File: config.mk
export PLATFORM = sky130hd
export DESIGN_NAME = dphy_delay_cal
export DESIGN_NICKNAME = d
export VERILOG_FILES = /design/src/rtl/dphy_cal_pkg.sv /design/src/rtl/dphy_cal_window.sv /design/src/rtl/dphy_delay_cal.sv
export SDC_FILE = /design/constraint.sdc
export NUM_CORES = 1
export LEC_CHECK = 0
export BUFFER_PORTS_ARGS = -buffer_cell sky130_fd_sc_hd__buf_2
export CORE_UTILIZATION = 50
export DETAILED_ROUTE_END_ITERATION = 6
export PLACE_DENSITY_LB_ADDON = 0.12
export SYNTH_ARGS = -nofsm -noshare
export SYNTH_HDL_FRONTEND = slang
export SYNTH_SLANG_ARGS = --single-unit
File: constraint.sdc
create_clock -name ref_clk_i -period 4.57 [get_ports ref_clk_i]
set_clock_uncertainty 0.1 [all_clocks]
set_input_delay 1.371 -clock ref_clk_i [delete_from_list [all_inputs] [get_ports ref_clk_i]]
set_output_delay 1.371 -clock ref_clk_i [all_outputs]
set_load 0.01 [all_outputs]
File: src/rtl/dphy_cal_pkg.sv
// Shared definitions for the D-PHY per-lane delay calibration controller.
//   - FSM state encoding (legacy-compatible localparam constants)
//   - tap_w(): tap index width for a given number of delay taps
//   - CNT_W: width of the per-window sync/error counters (saturating)
package dphy_cal_pkg;

    localparam int unsigned CNT_W = 8;
    localparam int unsigned ST_W  = 3;

    typedef logic [ST_W-1:0] state_t;

    localparam state_t ST_IDLE    = 3'd0;
    localparam state_t ST_SETTLE  = 3'd1;
    localparam state_t ST_OBSERVE = 3'd2;
    localparam state_t ST_EVAL    = 3'd3;
    localparam state_t ST_INC     = 3'd4;
    localparam state_t ST_RETURN  = 3'd5;
    localparam state_t ST_NEXT    = 3'd6;
    localparam state_t ST_DONE    = 3'd7;

    // Width of a tap index; never below one bit.
    function automatic int unsigned tap_w(input int unsigned taps);
        return (taps > 1) ? $clog2(taps) : 1;
    endfunction

endpackage

File: src/rtl/dphy_cal_window.sv
// Run tracker for the delay sweep: follows the current run of good taps and
// keeps the longest closed run (earliest wins ties) plus its centre tap.
// Ports:
//   ref_clk_i, ref_srst_i : clock, asynchronous active-high reset
//   clear                 : forget current and best run (start of a lane)
//   tap_valid, tap_good   : one verdict for tap 'tap'
//   close                 : close any open run (after the last tap's verdict)
//   tap                   : tap index the verdict belongs to
//   best_start, best_len  : longest closed run so far
//   centre                : best_start + best_len/2 (floored)
module dphy_cal_window #(
    parameter int unsigned TAP_W = 5
) (
    input  logic             ref_clk_i,
    input  logic             ref_srst_i,
    input  logic             clear,
    input  logic             tap_valid,
    input  logic             tap_good,
    input  logic             close,
    input  logic [TAP_W-1:0] tap,
    output logic [TAP_W-1:0] best_start,
    output logic [TAP_W:0]   best_len,
    output logic [TAP_W-1:0] centre
);

    logic [TAP_W-1:0] run_start;
    logic [TAP_W:0]   run_len;
    logic [TAP_W-1:0] cand_start;
    logic [TAP_W:0]   cand_len;
    logic [TAP_W-1:0] cand_centre;
    logic             closing;

    // Run as it stands after applying this cycle's verdict.
    always_comb begin
        cand_start = run_start;
        cand_len   = run_len;
        if (tap_valid && tap_good) begin
            cand_len = run_len + (TAP_W+1)'(1);
            if (run_len == '0) begin
                cand_start = tap;
            end
        end
        closing     = close || (tap_valid && !tap_good);
        cand_centre = cand_start + cand_len[TAP_W:1];
    end

    // Strictly-longer replacement keeps the earliest run on ties.
    always_ff @(posedge ref_clk_i or posedge ref_srst_i) begin
        if (ref_srst_i) begin
            run_start  <= '0;
            run_len    <= '0;
            best_start <= '0;
            best_len   <= '0;
            centre     <= '0;
        end else if (clear) begin
            run_start  <= '0;
            run_len    <= '0;
            best_start <= '0;
            best_len   <= '0;
            centre     <= '0;
        end else if (closing) begin
            run_len <= '0;
            if (cand_len > best_len) begin
                best_start <= cand_start;
                best_len   <= cand_len;
                centre     <= cand_centre;
            end
        end else begin
            run_start <= cand_start;
            run_len   <= cand_len;
        end
    end

endmodule

File: src/rtl/dphy_delay_cal.sv
// Automatic per-lane input-delay calibration for the CSI-2 D-PHY data lanes.
// Sweeps each lane's delay through all taps, scores each tap from sync/error
// pulses, then steps the tap back to the centre of the widest clean window.
// Ports:
//   ref_clk_i, ref_srst_i : clock, asynchronous active-high reset
//   start_i               : request calibration of all lanes (ignored when busy)
//   sync_det_i/sync_err_i : per-lane sync found / sync-ECC error pulses
//   btn_i                 : async manual step buttons (DPHY_DELAY_CAL_MANUAL_EN only)
//   inc_delay_o           : one-cycle increment pulse per lane
//   busy_o, done_o        : calibration running / end-of-calibration pulse
//   fail_o                : sticky per-lane "no window of MIN_WINDOW taps"
//   center_tap_o          : final tap per lane, lane 0 in the LSBs
// Build option: define DPHY_DELAY_CAL_MANUAL_EN to add the manual step buttons.
module dphy_delay_cal
    import dphy_cal_pkg::*;
#(
    parameter int unsigned  DATA_LANES     = 2,
    parameter int unsigned  TAPS           = 32,
    parameter int unsigned  SETTLE_CYCLES  = 16,
    parameter int unsigned  OBSERVE_CYCLES = 4096,
    parameter int unsigned  MIN_WINDOW     = 3,
    localparam int unsigned TAP_W          = tap_w(TAPS)
) (
    input  logic                        ref_clk_i,
    input  logic                        ref_srst_i,
    input  logic                        start_i,
`ifdef DPHY_DELAY_CAL_MANUAL_EN
    input  logic [DATA_LANES-1:0]       btn_i,
`endif
    input  logic [DATA_LANES-1:0]       sync_det_i,
    input  logic [DATA_LANES-1:0]       sync_err_i,
    output logic [DATA_LANES-1:0]       inc_delay_o,
    output logic                        busy_o,
    output logic                        done_o,
    output logic [DATA_LANES-1:0]       fail_o,
    output logic [DATA_LANES*TAP_W-1:0] center_tap_o
);

    localparam int unsigned LANE_W  = (DATA_LANES > 1) ? $clog2(DATA_LANES) : 1;
    localparam int unsigned CYC_MAX = (SETTLE_CYCLES > OBSERVE_CYCLES) ? SETTLE_CYCLES : OBSERVE_CYCLES;
    localparam int unsigned CYC_W   = $clog2(CYC_MAX + 1);

    state_t               state, state_n;
    logic [LANE_W-1:0]    lane;
    logic [TAP_W-1:0]     tap;
    logic [CYC_W-1:0]     cyc_cnt;
    logic [TAP_W:0]       pulse_cnt;
    logic [CNT_W-1:0]     sync_cnt, err_cnt;

    logic                 win_clear, win_valid, win_close;
    logic                 fsm_inc, wr_center;
    logic [TAP_W-1:0]     win_best_start, win_centre;
    logic [TAP_W:0]       win_best_len;

    logic [DATA_LANES-1:0] lane_sel_c;
    logic [DATA_LANES-1:0] man_inc_c;
    logic                  sync_hit_c, err_hit_c, tap_good_c, win_pass_c;
    logic [TAP_W-1:0]      ret_tap_c;
    logic [TAP_W:0]        ret_pulses_c;

    // One-hot of the lane under calibration; selects its sync/err pulses.
    always_comb begin
        lane_sel_c = '0;
        for (int unsigned l = 0; l < DATA_LANES; l++) begin
            if (lane == LANE_W'(l)) begin
                lane_sel_c[l] = 1'b1;
            end
        end
    end

    assign sync_hit_c   = |(sync_det_i & lane_sel_c);
    assign err_hit_c    = |(sync_err_i & lane_sel_c);
    assign tap_good_c   = (sync_cnt != '0) && (err_cnt == '0);
    assign win_pass_c   = (win_best_len >= (TAP_W+1)'(MIN_WINDOW));
    assign ret_tap_c    = win_pass_c ? win_centre : '0;
    // The first return pulse wraps TAPS-1 to 0, hence centre+1 pulses.
    assign ret_pulses_c = (TAP_W+1)'(ret_tap_c) + (TAP_W+1)'(1);

    // State register.
    always_ff @(posedge ref_clk_i or posedge ref_srst_i) begin
        if (ref_srst_i) begin
            state <= ST_IDLE;
        end else begin
            state <= state_n;
        end
    end

    // Next-state and control strobes.
    always_comb begin
        state_n   = state;
        win_clear = 1'b0;
        win_valid = 1'b0;
        win_close = 1'b0;
        fsm_inc   = 1'b0;
        wr_center = 1'b0;
        case (state)
            ST_IDLE: begin
                if (start_i) begin
                    win_clear = 1'b1;
                    state_n   = ST_SETTLE;
                end
            end
            ST_SETTLE: begin
                if (cyc_cnt == CYC_W'(SETTLE_CYCLES - 1)) begin
                    state_n = ST_OBSERVE;
                end
            end
            ST_OBSERVE: begin
                if (cyc_cnt == CYC_W'(OBSERVE_CYCLES - 1)) begin
                    state_n = ST_EVAL;
                end
            end
            ST_EVAL: begin
                win_valid = 1'b1;
                if (tap == TAP_W'(TAPS - 1)) begin
                    win_close = 1'b1;
                    state_n   = ST_RETURN;
                end else begin
                    state_n = ST_INC;
                end
            end
            ST_INC: begin
                fsm_inc = 1'b1;
                state_n = ST_SETTLE;
            end
            ST_RETURN: begin
                // One pulse, then SETTLE_CYCLES quiet cycles, per step.
                if (cyc_cnt == '0) begin
                    fsm_inc = 1'b1;
                end
                if ((cyc_cnt == CYC_W'(SETTLE_CYCLES)) && (pulse_cnt == ret_pulses_c)) begin
                    wr_center = 1'b1;
                    state_n   = ST_NEXT;
                end
            end
            ST_NEXT: begin
                if (lane == LANE_W'(DATA_LANES - 1)) begin
                    state_n = ST_DONE;
                end else begin
                    win_clear = 1'b1;
                    state_n   = ST_SETTLE;
                end
            end
            ST_DONE: begin
                state_n = ST_IDLE;
            end
            default: begin
                state_n = ST_IDLE;
            end
        endcase
    end

    // Sweep datapath and registered outputs.
    always_ff @(posedge ref_clk_i or posedge ref_srst_i) begin
        if (ref_srst_i) begin
            lane         <= '0;
            tap          <= '0;
            cyc_cnt      <= '0;
            pulse_cnt    <= '0;
            sync_cnt     <= '0;
            err_cnt      <= '0;
            inc_delay_o  <= '0;
            busy_o       <= 1'b0;
            done_o       <= 1'b0;
            fail_o       <= '0;
            center_tap_o <= '0;
        end else begin
            if ((state_n != state) || (state == ST_IDLE)) begin
                cyc_cnt <= '0;
            end else if ((state == ST_RETURN) && (cyc_cnt == CYC_W'(SETTLE_CYCLES))) begin
                cyc_cnt <= '0;
            end else begin
                cyc_cnt <= cyc_cnt + CYC_W'(1);
            end

            if ((state == ST_IDLE) && start_i) begin
                lane   <= '0;
                tap    <= '0;
                fail_o <= '0;
            end
            if (state == ST_INC) begin
                tap <= tap + TAP_W'(1);
            end
            if ((state == ST_NEXT) && (state_n == ST_SETTLE)) begin
                lane <= lane + LANE_W'(1);
                tap  <= '0;
            end

            // Per-window counters; the closing OBSERVE cycle is not sampled.
            if (state == ST_SETTLE) begin
                sync_cnt <= '0;
                err_cnt  <= '0;
            end else if ((state == ST_OBSERVE) && (cyc_cnt != CYC_W'(OBSERVE_CYCLES - 1))) begin
                if (sync_hit_c && (sync_cnt != '1)) begin
                    sync_cnt <= sync_cnt + CNT_W'(1);
                end
                if (err_hit_c && (err_cnt != '1)) begin
                    err_cnt <= err_cnt + CNT_W'(1);
                end
            end

            if (state != ST_RETURN) begin
                pulse_cnt <= '0;
            end else if (fsm_inc) begin
                pulse_cnt <= pulse_cnt + (TAP_W+1)'(1);
            end

            if (wr_center) begin
                for (int unsigned l = 0; l < DATA_LANES; l++) begin
                    if (lane_sel_c[l]) begin
                        center_tap_o[l*TAP_W +: TAP_W] <= ret_tap_c;
                        fail_o[l]                      <= ~win_pass_c;
                    end
                end
            end

            inc_delay_o <= (fsm_inc ? lane_sel_c : '0) | man_inc_c;
            busy_o      <= (state_n != ST_IDLE) && (state_n != ST_DONE);
            done_o      <= (state_n == ST_DONE);
        end
    end

`ifdef DPHY_DELAY_CAL_MANUAL_EN
    logic [DATA_LANES-1:0] btn_s1, btn_s2, btn_s3;

    // Two-flop synchroniser plus an edge flop per button.
    always_ff @(posedge ref_clk_i or posedge ref_srst_i) begin
        if (ref_srst_i) begin
            btn_s1 <= '0;
            btn_s2 <= '0;
            btn_s3 <= '0;
        end else begin
            btn_s1 <= btn_i;
            btn_s2 <= btn_s1;
            btn_s3 <= btn_s2;
        end
    end

    assign man_inc_c = (btn_s2 & ~btn_s3) & {DATA_LANES{~busy_o}};
`else
    assign man_inc_c = '0;
`endif

    // The best window's centre can never precede its start.
    always_ff @(posedge ref_clk_i) begin
        if (!ref_srst_i && (state == ST_RETURN)) begin
            assert (win_centre >= win_best_start);
        end
    end

    dphy_cal_window #(
        .TAP_W (TAP_W)
    ) u_window (
        .ref_clk_i  (ref_clk_i),
        .ref_srst_i (ref_srst_i),
        .clear      (win_clear),
        .tap_valid  (win_valid),
        .tap_good   (tap_good_c),
        .close      (win_close),
        .tap        (tap),
        .best_start (win_best_start),
        .best_len   (win_best_len),
        .centre     (win_centre)
    );

endmodule

==> results_dict.tcl, run 1 <==
set metrics [dict create \
    syn_to_final_growth_pct 9.224 \
    grt_pass1_wl_um 16790 \
    tns_ns 0 \
    die_x_um 98.89 \
    clk_pin_slew_ns 0.08 \
    dp_slack_ns 0.6641 \
    fin_ws_ns 0.6704 \
    first_global_vias 3455 \
    maxCapViolations 0 \
    hold_viol_final 0 \
    rows 34 \
    setup_viol 0 \
    power_density_nw_per_um2 321.6 \
    core-area_sq_um 8891 \
    hold_buffers 0 \
    ioPinCount 23 \
    track_usage_pct 21.98 \
    num_antenna_cells 0 \
    hpwlAfterDp_um 7271 \
    path_max_fanout 7 \
    vdd_drop_max_mv 0.2080 \
    crit_type "reg2reg" \
    period_share_pct 85.33 \
    multi_input_area_sq_um 2462 \
    synth_cells 487 \
    wl_per_cell_um 16.06 \
    wl_um 9926 \
    arrival_ns 4.02 \
    p_leak_nw 2.360 \
    synth_seq_cells 82 \
    drive_gt1_share_pct 13.92 \
    synth_top_flop_cell "dfrtp_1" \
    drt-initial-drc-count 147 \
    start_kind "flip-flop" \
    finalWeightedCongestion 0.8255 \
    synth_seq_area_share_pct 43.72 \
    num-nets-final 534 \
    status "finished, final reports clean" \
    first_pass_iters 5 \
    overflow 0 \
    clock-root-buffer "clkbuf_8" \
    synthArstFlopShare_pct 100.0 \
    yosys_warnings 0 \
    synth-edff-count 0 \
    critical_path.top_delay_family "simple AND/OR/NAND/NOR gates" \
    avgSynthCellArea_sq_um 9.637 \
    yosys-top-cells-area "dfrtp_1, ha_1, nor2_1" \
    fin_crit_ns 3.900 \
    yosys.area.top_type "dfrtp_1" \
    htree_levels 3 \
    crit_buf_inv 1 \
    synth_nets 516 \
    synth_cell_types 59 \
    vias 3554 \
    hold_class "reg2reg" \
    syn-cell-area_sq_um 4693 \
    dieArea_sq_um 9778 \
    end_kind "flip-flop" \
    synth_top_area_share_pct 43.72 \
    relSlewSlack_pct 35.39 \
    ant_nets 0 \
    tritoncts "yes" \
    cts_buffers 9 \
    drt-vias-per-instance 5.751 \
    regArea_sq_um 2052 \
    drc 0 \
    dieHeight_um 98.89 \
    maxSlewViolCount 0 \
    cts-resized-gates 0 \
    critPathMostFrequentCell "ha_1" \
    worstPathRequired_ns 4.69 \
    io_buffers 22 \
    grt_max_degree 56 \
    slowest_delay_ns 0.66 \
    cts.sinks 82 \
    cts_buffer_depth 2 \
    antenna_found_initial 0 \
    cts_setup_buffers 0 \
    tightest_slew_ns 0.9692 \
    max_freq_ghz 0.2564 \
    cp_slowest_cell "or4_1" \
    rsz0062_at_grt "false" \
    fillerInstances 796 \
    clk_latency_ns 0.36 \
    crit_chain "inv_1 > ha_1 > nor4b_4 > nand3_1 > or4_1 > mux2_2 > ha_1 > fa_1 > a21o_1 > a21oi_1 > xor3_1 > xor2_1 > o21ai_1" \
    initial_core_util_pct 52.79 \
]
[through the flow]
step	area [sq um]	util, %	instances	power, mW	hold WS (ns)
4_1_cts	5126	57.66	618	1.662	0.3915
3_5_place_dp	4885	54.94	602	1.022	0.3726
2_1_floorplan	4693	-	487	0.9688	0.3444
6_report	5126	57.66	618	1.648	0.3855
5_1_grt	5126	57.66	618	1.723	0.4177
3_3_place_gp	4885	54.94	602	1.018	0.3590
[tightest hold or removal path: cells and delay by family (launching register included)]
family / cells / cell delay (ns)
simple gates: 1 / 0.04
compound gates: 1 / 0.06
flops: 1 / 0.34
[sequential cells by signal, indices dropped and copies added (netlist names), 6 cells and up]
| register | flops |
|---|---|
| pulse_cnt | 6 |
| center_tap_o | 10 |
| err_cnt | 8 |
| cyc_cnt | 13 |
| sync_cnt | 8 |
| u_window.best_len | 6 |
| u_window.run_len | 6 |
[synthesized netlist by cell type (13+ instances only)]
cell type	instances
dfrtp_1	82
nor2_1	48
nand2_1	42
o21ai_0	35
nand3_1	32
inv_1	27
ha_1	21
xnor2_1	17
xor2_1	17
mux2_2	14
a21oi_1	13
nor3_1	13
[path summary, 6_finish.rpt]
check,start,end,slack [ns],cells past startpoint
worst min register to register,u_window.run_start[0],u_window.run_start[0],0.39,2
max in group asynchronous,ref_srst_i,tap[1],2.49,3
worst min-delay path,u_window.run_start[0],u_window.run_start[0],0.39,2
worst max register to register,err_cnt[0],u_window.centre[4],0.67,13
worst max-delay path,err_cnt[0],u_window.centre[4],0.67,13
min in group asynchronous,ref_srst_i,cyc_cnt[7],1.08,2
[layout make-up]
type | instances | area share [%]
clock inverters | 6 | 2.221
clock buffers | 10 | 2.490
flip-flops and latches | 82 | 40.03
well taps | 108 | 2.636
inverters | 27 | 2.001
repair buffers | 25 | 2.587
multi-input cells | 360 | 48.04
[cell usage in the layout, fill, tap and decap left out, types with 7 or more instances in the layout]
master and count:
mux2i_1 7, xnor2_1 17, dfrtp_1 82, buf_2 22
and2_1 11, nand4_1 9, nand3_1 32, nor3_1 13
clkbuf_8 9, mux2_2 14, a21oi_1 13, nor2_1 48
inv_1 26, o21ai_0 35, nand2_1 42, ha_1 21
xor2_1 17
[cells by family after synthesis]
kind of cell	count (synthesis)	share of synthesized area [%]
buffers and inverters	45	3.972
and+or+nand+nor	196	22.58
DFF	82	43.72
adders and majority gates	22	6.025
muxes	21	4.852
xor gates and xnor gates	35	6.851
AOI/OAI and AO/OA	86	12.00
[where the power goes]
part	leakage, nW	total [mW]	internal, mW	switching (mW)
Sequential	0.974	0.838	0.771	0.0670
Clock	0.113	0.639	0.365	0.274
Combinational	1.27	0.171	0.0741	0.0968
[layer usage]
metal  track usage, %  vias up  wire length (um)
li1                 -     1750                 -
met1            29.58     1712              4663
met2            35.88       82              4704
met3            2.908       10               413
met4            9.070        0               144
met5                0        -                 0
(Power assumes the default switching activity.)
==> run 2: changes to the inputs <==
MAX_ROUTING_LAYER = met4   (was default)
==> results_dict.tcl, run 2 (synthesis gave the netlist of run 1 again) <==
set metrics [dict create \
    htree_levels 3 \
    antenna_found_initial 0 \
    grt_max_degree 56 \
    io_buffers 22 \
    drive_gt1_share_pct 13.92 \
    top_regs "cyc_cnt x13, center_tap_o x10" \
    hold_buffers 0 \
    maxCapViolations 0 \
    die_x_um 98.89 \
    fillerInstances 796 \
    dieArea_sq_um 9778 \
    crit_chain "inv_1 > ha_1 > nor4b_4 > nand3_1 > or4_1 > mux2_2 > ha_1 > fa_1 > a21o_1 > a21oi_1 > xor3_1 > xor2_1 > o21ai_1" \
    wl_per_cell_um 16.05 \
    p_switching_uw 438.4 \
    power_density_nw_per_um2 321.6 \
    maxSlewViolCount 0 \
    first_pass_iters 5 \
    fin_crit_ns 3.889 \
    p_leak_nw 2.360 \
    tritoncts "yes" \
    finalWeightedCongestion 0.8379 \
    clock-root-buffer "clkbuf_8" \
    clk_latency_ns 0.36 \
    worst_r2r_path_depth 13 \
    dp.cells 602 \
    swShare_pct 26.59 \
    largest_reg_flops 13 \
    arrival_ns 4.01 \
    r2r-end "u_window.centre[4]" \
    period_share_pct 85.09 \
    clk_pin_slew_ns 0.08 \
    p_int_mw 1.210 \
    initial_core_util_pct 52.79 \
    cts_buffer_depth 2 \
    track_usage_pct 22.68 \
    crit_type "reg2reg" \
    cts_buffers 9 \
    hold_viol_final 0 \
    drc 0 \
    cp_slowest_cell "or4_1" \
    ioPinCount 23 \
    start_kind "flip-flop" \
    cts-resized-gates 0 \
    slowest_delay_ns 0.66 \
    utilization_pct 57.66 \
    setup_viol 0 \
    cts.sinks 82 \
    core-area_sq_um 8891 \
    finalPower_mw 1.649 \
    regArea_sq_um 2052 \
    first_global_vias 3448 \
    rows 34 \
    clockPowerShare_pct 38.8 \
    critPathMostFrequentCell "ha_1" \
    overflow 0 \
    seqPwrFrac_pct 50.8 \
    cts_setup_buffers 0 \
    hpwlAfterDp_um 7271 \
    end_kind "flip-flop" \
    vdd_drop_max_mv 0.2064 \
    grt_pass1_wl_um 16820 \
    tns_ns 0 \
    power_frac_comb_pct 10.3 \
    max_freq_ghz 0.2572 \
    hold_depth 2 \
    syn_to_final_growth_pct 9.224 \
    ant_nets 0 \
    r2r_setup_slack_ns 0.68 \
    num_antenna_cells 0 \
    largest_register "cyc_cnt" \
    worstPathRequired_ns 4.69 \
    wl_um 9920 \
    status "finished, final reports clean" \
    worstReg2RegStart "err_cnt[0]" \
    relSlewSlack_pct 35.77 \
    tightest_slew_ns 0.9634 \
    final_common_cell "dfrtp_1" \
    rsz0062_at_grt "false" \
    dieHeight_um 98.89 \
    multi_input_area_sq_um 2462 \
    vias 3539 \
    min_to "u_window.run_start[0]" \
    num-nets-final 534 \
    hold_start "u_window.run_start[0]" \
    layout_common_cells "dfrtp_1, nor2_1, nand2_1" \
    critical_path.top_delay_family "simple AND/OR/NAND/NOR gates" \
    crit_buf_inv 1 \
    drt-vias-per-instance 5.727 \
    final_cells 618 \
    drt-initial-drc-count 133 \
    path_max_fanout 7 \
    hold_class "reg2reg" \
]
-- run 2: cell counts in the layout (fill, tap and decap cells not counted) --
Identical to the previous run, type by type.
-- run 2: tightest hold or removal path, stage by stage, from the launching register on --
cell and delay, ns:
dfrtp_1 0.34, nand2_1 0.04, o21ai_0 0.06
-- run 2: worst max-delay path by stage --
| stage | from | endpoint | slack, ns | cells after the start |
|---|---|---|---|---|
| CTS | err_cnt[0] | u_window.centre[4] | 0.64 | 13 |
| finish | err_cnt[0] | u_window.centre[4] | 0.68 | 13 |
| global route | err_cnt[0] | u_window.centre[4] | 0.46 | 13 |
| global placement | err_cnt[0] | u_window.centre[4] | 0.66 | 13 |
| floorplan | ref_srst_i | busy_o | 0.99 | 1 |
| detailed placement | err_cnt[0] | u_window.centre[4] | 0.66 | 13 |
-- run 2: metal layers --
layer / track usage (%) / wire, um / vias up
met5: - / 0 / -
met4: 9.070 / 137 / 0
met3: 2.908 / 460 / 12
met2: 35.88 / 4697 / 84
met1: 29.62 / 4625 / 1694
li1: - / - / 1749
-- run 2: final cells by class --
type,count,area share (%)
Sequential cell,82,40.03
Inverter,27,2.001
Multi-Input combinational cell,360,48.04
Clock buffer,10,2.490
Clock inverter,6,2.221
Timing Repair Buffer,25,2.587
Tap cell,108,2.636
-- run 2: through the flow --
stage | instance area (sq um) | hold slack [ns] | setup WS [ns]
floorplan | 4693 | 0.3444 | 0.9906
global placement | 4885 | 0.3590 | 0.6571
detailed placement | 4885 | 0.3726 | 0.6641
CTS | 5126 | 0.3915 | 0.6441
global route | 5126 | 0.4177 | 0.4555
finish | 5126 | 0.3855 | 0.6814
-- run 2: power groups by stage --
stage | Sequential [mW] | Clock (mW) | Combinational [mW]
final | 0.838 | 0.640 | 0.170
after global routing | 0.845 | 0.678 | 0.199
after detailed placement | 0.849 | 0 | 0.173
after CTS | 0.836 | 0.652 | 0.173
after global placement | 0.847 | 0 | 0.170
after floorplan | 0.834 | 0 | 0.135
==> run 3: changes to the inputs <==
BUFFER_PORTS_ARGS = -buffer_cell sky130_fd_sc_hd__buf_4   (was -buffer_cell sky130_fd_sc_hd__buf_2)
CORE_MARGIN = 2   (was default)
SLEW_MARGIN = 20   (was default)
==> results_dict.tcl, run 3 (synthesis gave the netlist of run 1 again) <==
set metrics [dict create \
    status "finished, final reports clean" \
    wl_um 9680 \
    p_leak_nw 2.368 \
    cts_buffers 9 \
    period_share_pct 85.74 \
    track_usage_pct 21.01 \
    tightest_slew_ns 0.9656 \
    first_pass_iters 5 \
    drc 0 \
    cts-resized-gates 0 \
    layout_common_cells "dfrtp_1, nor2_1, nand2_1" \
    tritoncts "yes" \
    start_kind "flip-flop" \
    num_antenna_cells 0 \
    drt-initial-drc-count 157 \
    clock-root-buffer "clkbuf_8" \
    htree_levels 3 \
    dieArea_sq_um 10180 \
    num-nets-final 533 \
    grt_max_degree 54 \
    relSlewSlack_pct 35.55 \
    dieHeight_um 100.9 \
    ant_nets 0 \
    end_kind "flip-flop" \
    ioPinCount 23 \
    multi_input_area_sq_um 2462 \
    final_common_cell "dfrtp_1" \
    tns_ns 0 \
    clk_pin_slew_ns 0.08 \
    crit_type "reg2reg" \
    hpwlAfterDp_um 7100 \
    wl_per_cell_um 15.61 \
    cts_buffer_depth 2 \
    grt_pass1_wl_um 16500 \
    die_x_um 100.9 \
    drt-vias-per-instance 5.610 \
    fillerInstances 816 \
    fin_crit_ns 3.918 \
    finalWeightedCongestion 0.8933 \
    largest_reg_flops 13 \
    syn_to_final_growth_pct 10.61 \
    maxSlewViolCount 0 \
    critPathMostFrequentCell "ha_1" \
    vdd_drop_max_mv 0.1914 \
    hold_viol_final 0 \
    utilization_pct 56.72 \
    rsz0062_at_grt "false" \
    io_buffers 22 \
    drive_gt1_share_pct 13.75 \
    holdWs_ns 0.3815 \
    initial_core_util_pct 51.28 \
    dp_slack_ns 0.6731 \
    crit_chain "inv_1 > ha_1 > nor4b_4 > nand3_1 > or4_1 > mux2_2 > ha_1 > fa_1 > a21o_1 > a21oi_1 > xor3_1 > xor2_1 > o21ai_1" \
    maxCapViolations 0 \
    max_freq_ghz 0.2552 \
    hold_class "reg2reg" \
    rows 35 \
    first_global_vias 3389 \
    cts_setup_buffers 0 \
    fin_ws_ns 0.6517 \
    slowest_delay_ns 0.67 \
    worstPathRequired_ns 4.68 \
    setup_viol 0 \
    overflow 0 \
    cp_slowest_cell "or4_1" \
    arrival_ns 4.02 \
    core-area_sq_um 9153 \
    hold_buffers 0 \
    largest_register "cyc_cnt" \
    clk_latency_ns 0.35 \
    regArea_sq_um 2052 \
    top_regs "cyc_cnt x13, center_tap_o x10" \
    finalPower_mw 1.644 \
    cts.sinks 82 \
    vias 3478 \
    power_density_nw_per_um2 316.7 \
    antenna_found_initial 0 \
    path_max_fanout 7 \
]
==> run 3: critical path: cells and delay by family (launching register included) <==
kind            cells  cell delay, ns
simple gates        3            1.08
fa+ha+maj           3            0.77
xor+xnor            2            0.48
compound gates      3            0.47
flops               1            0.44
mux                 1            0.35
buf+inv             1            0.08
==> run 3: final cells by class <==
cell class	instances	area share, %
clock buffers	10	2.458
clock inverters	6	2.217
inverters	27	1.976
multi-input cells	360	47.43
flip-flops and latches	82	39.53
well taps	111	2.675
repair buffers	24	3.712
==> run 3: metrics by stage <==
stage | cells | cell area [sq um]
floorplan | 487 | 4693
global placement | 604 | 4949
detailed placement | 604 | 4949
CTS | 620 | 5191
global route | 620 | 5191
finish | 620 | 5191
==> run 3: worst paths after layout <==
check                                 startpoint                    end  slack (ns)  cells past startpoint
setup / recovery                      err_cnt[0]     u_window.centre[4]        0.65                     13
min in group asynchronous             ref_srst_i             cyc_cnt[0]        1.12                      2
max in group asynchronous             ref_srst_i         inc_delay_o[0]        2.58                      3
hold reg to reg            u_window.run_start[3]  u_window.run_start[3]        0.38                      2
setup reg to reg                      err_cnt[0]     u_window.centre[4]        0.65                     13
hold / removal             u_window.run_start[3]  u_window.run_start[3]        0.38                      2
==> run 3: report_power, final <==
group | switching, mW | total (mW) | internal, mW
logic | 0.0969 | 0.174 | 0.0775
clock network | 0.268 | 0.633 | 0.365
registers | 0.0655 | 0.837 | 0.771
==> run 3: layer usage <==
metal | wire [um] | vias to the layer above | track usage, %
met2 | 4413 | 54 | 31.74
li1 | - | 1740 | -
met5 | 0 | - | -
met1 | 4798 | 1675 | 29.49
met3 | 360 | 9 | 3.606
met4 | 106 | 0 | 5.269
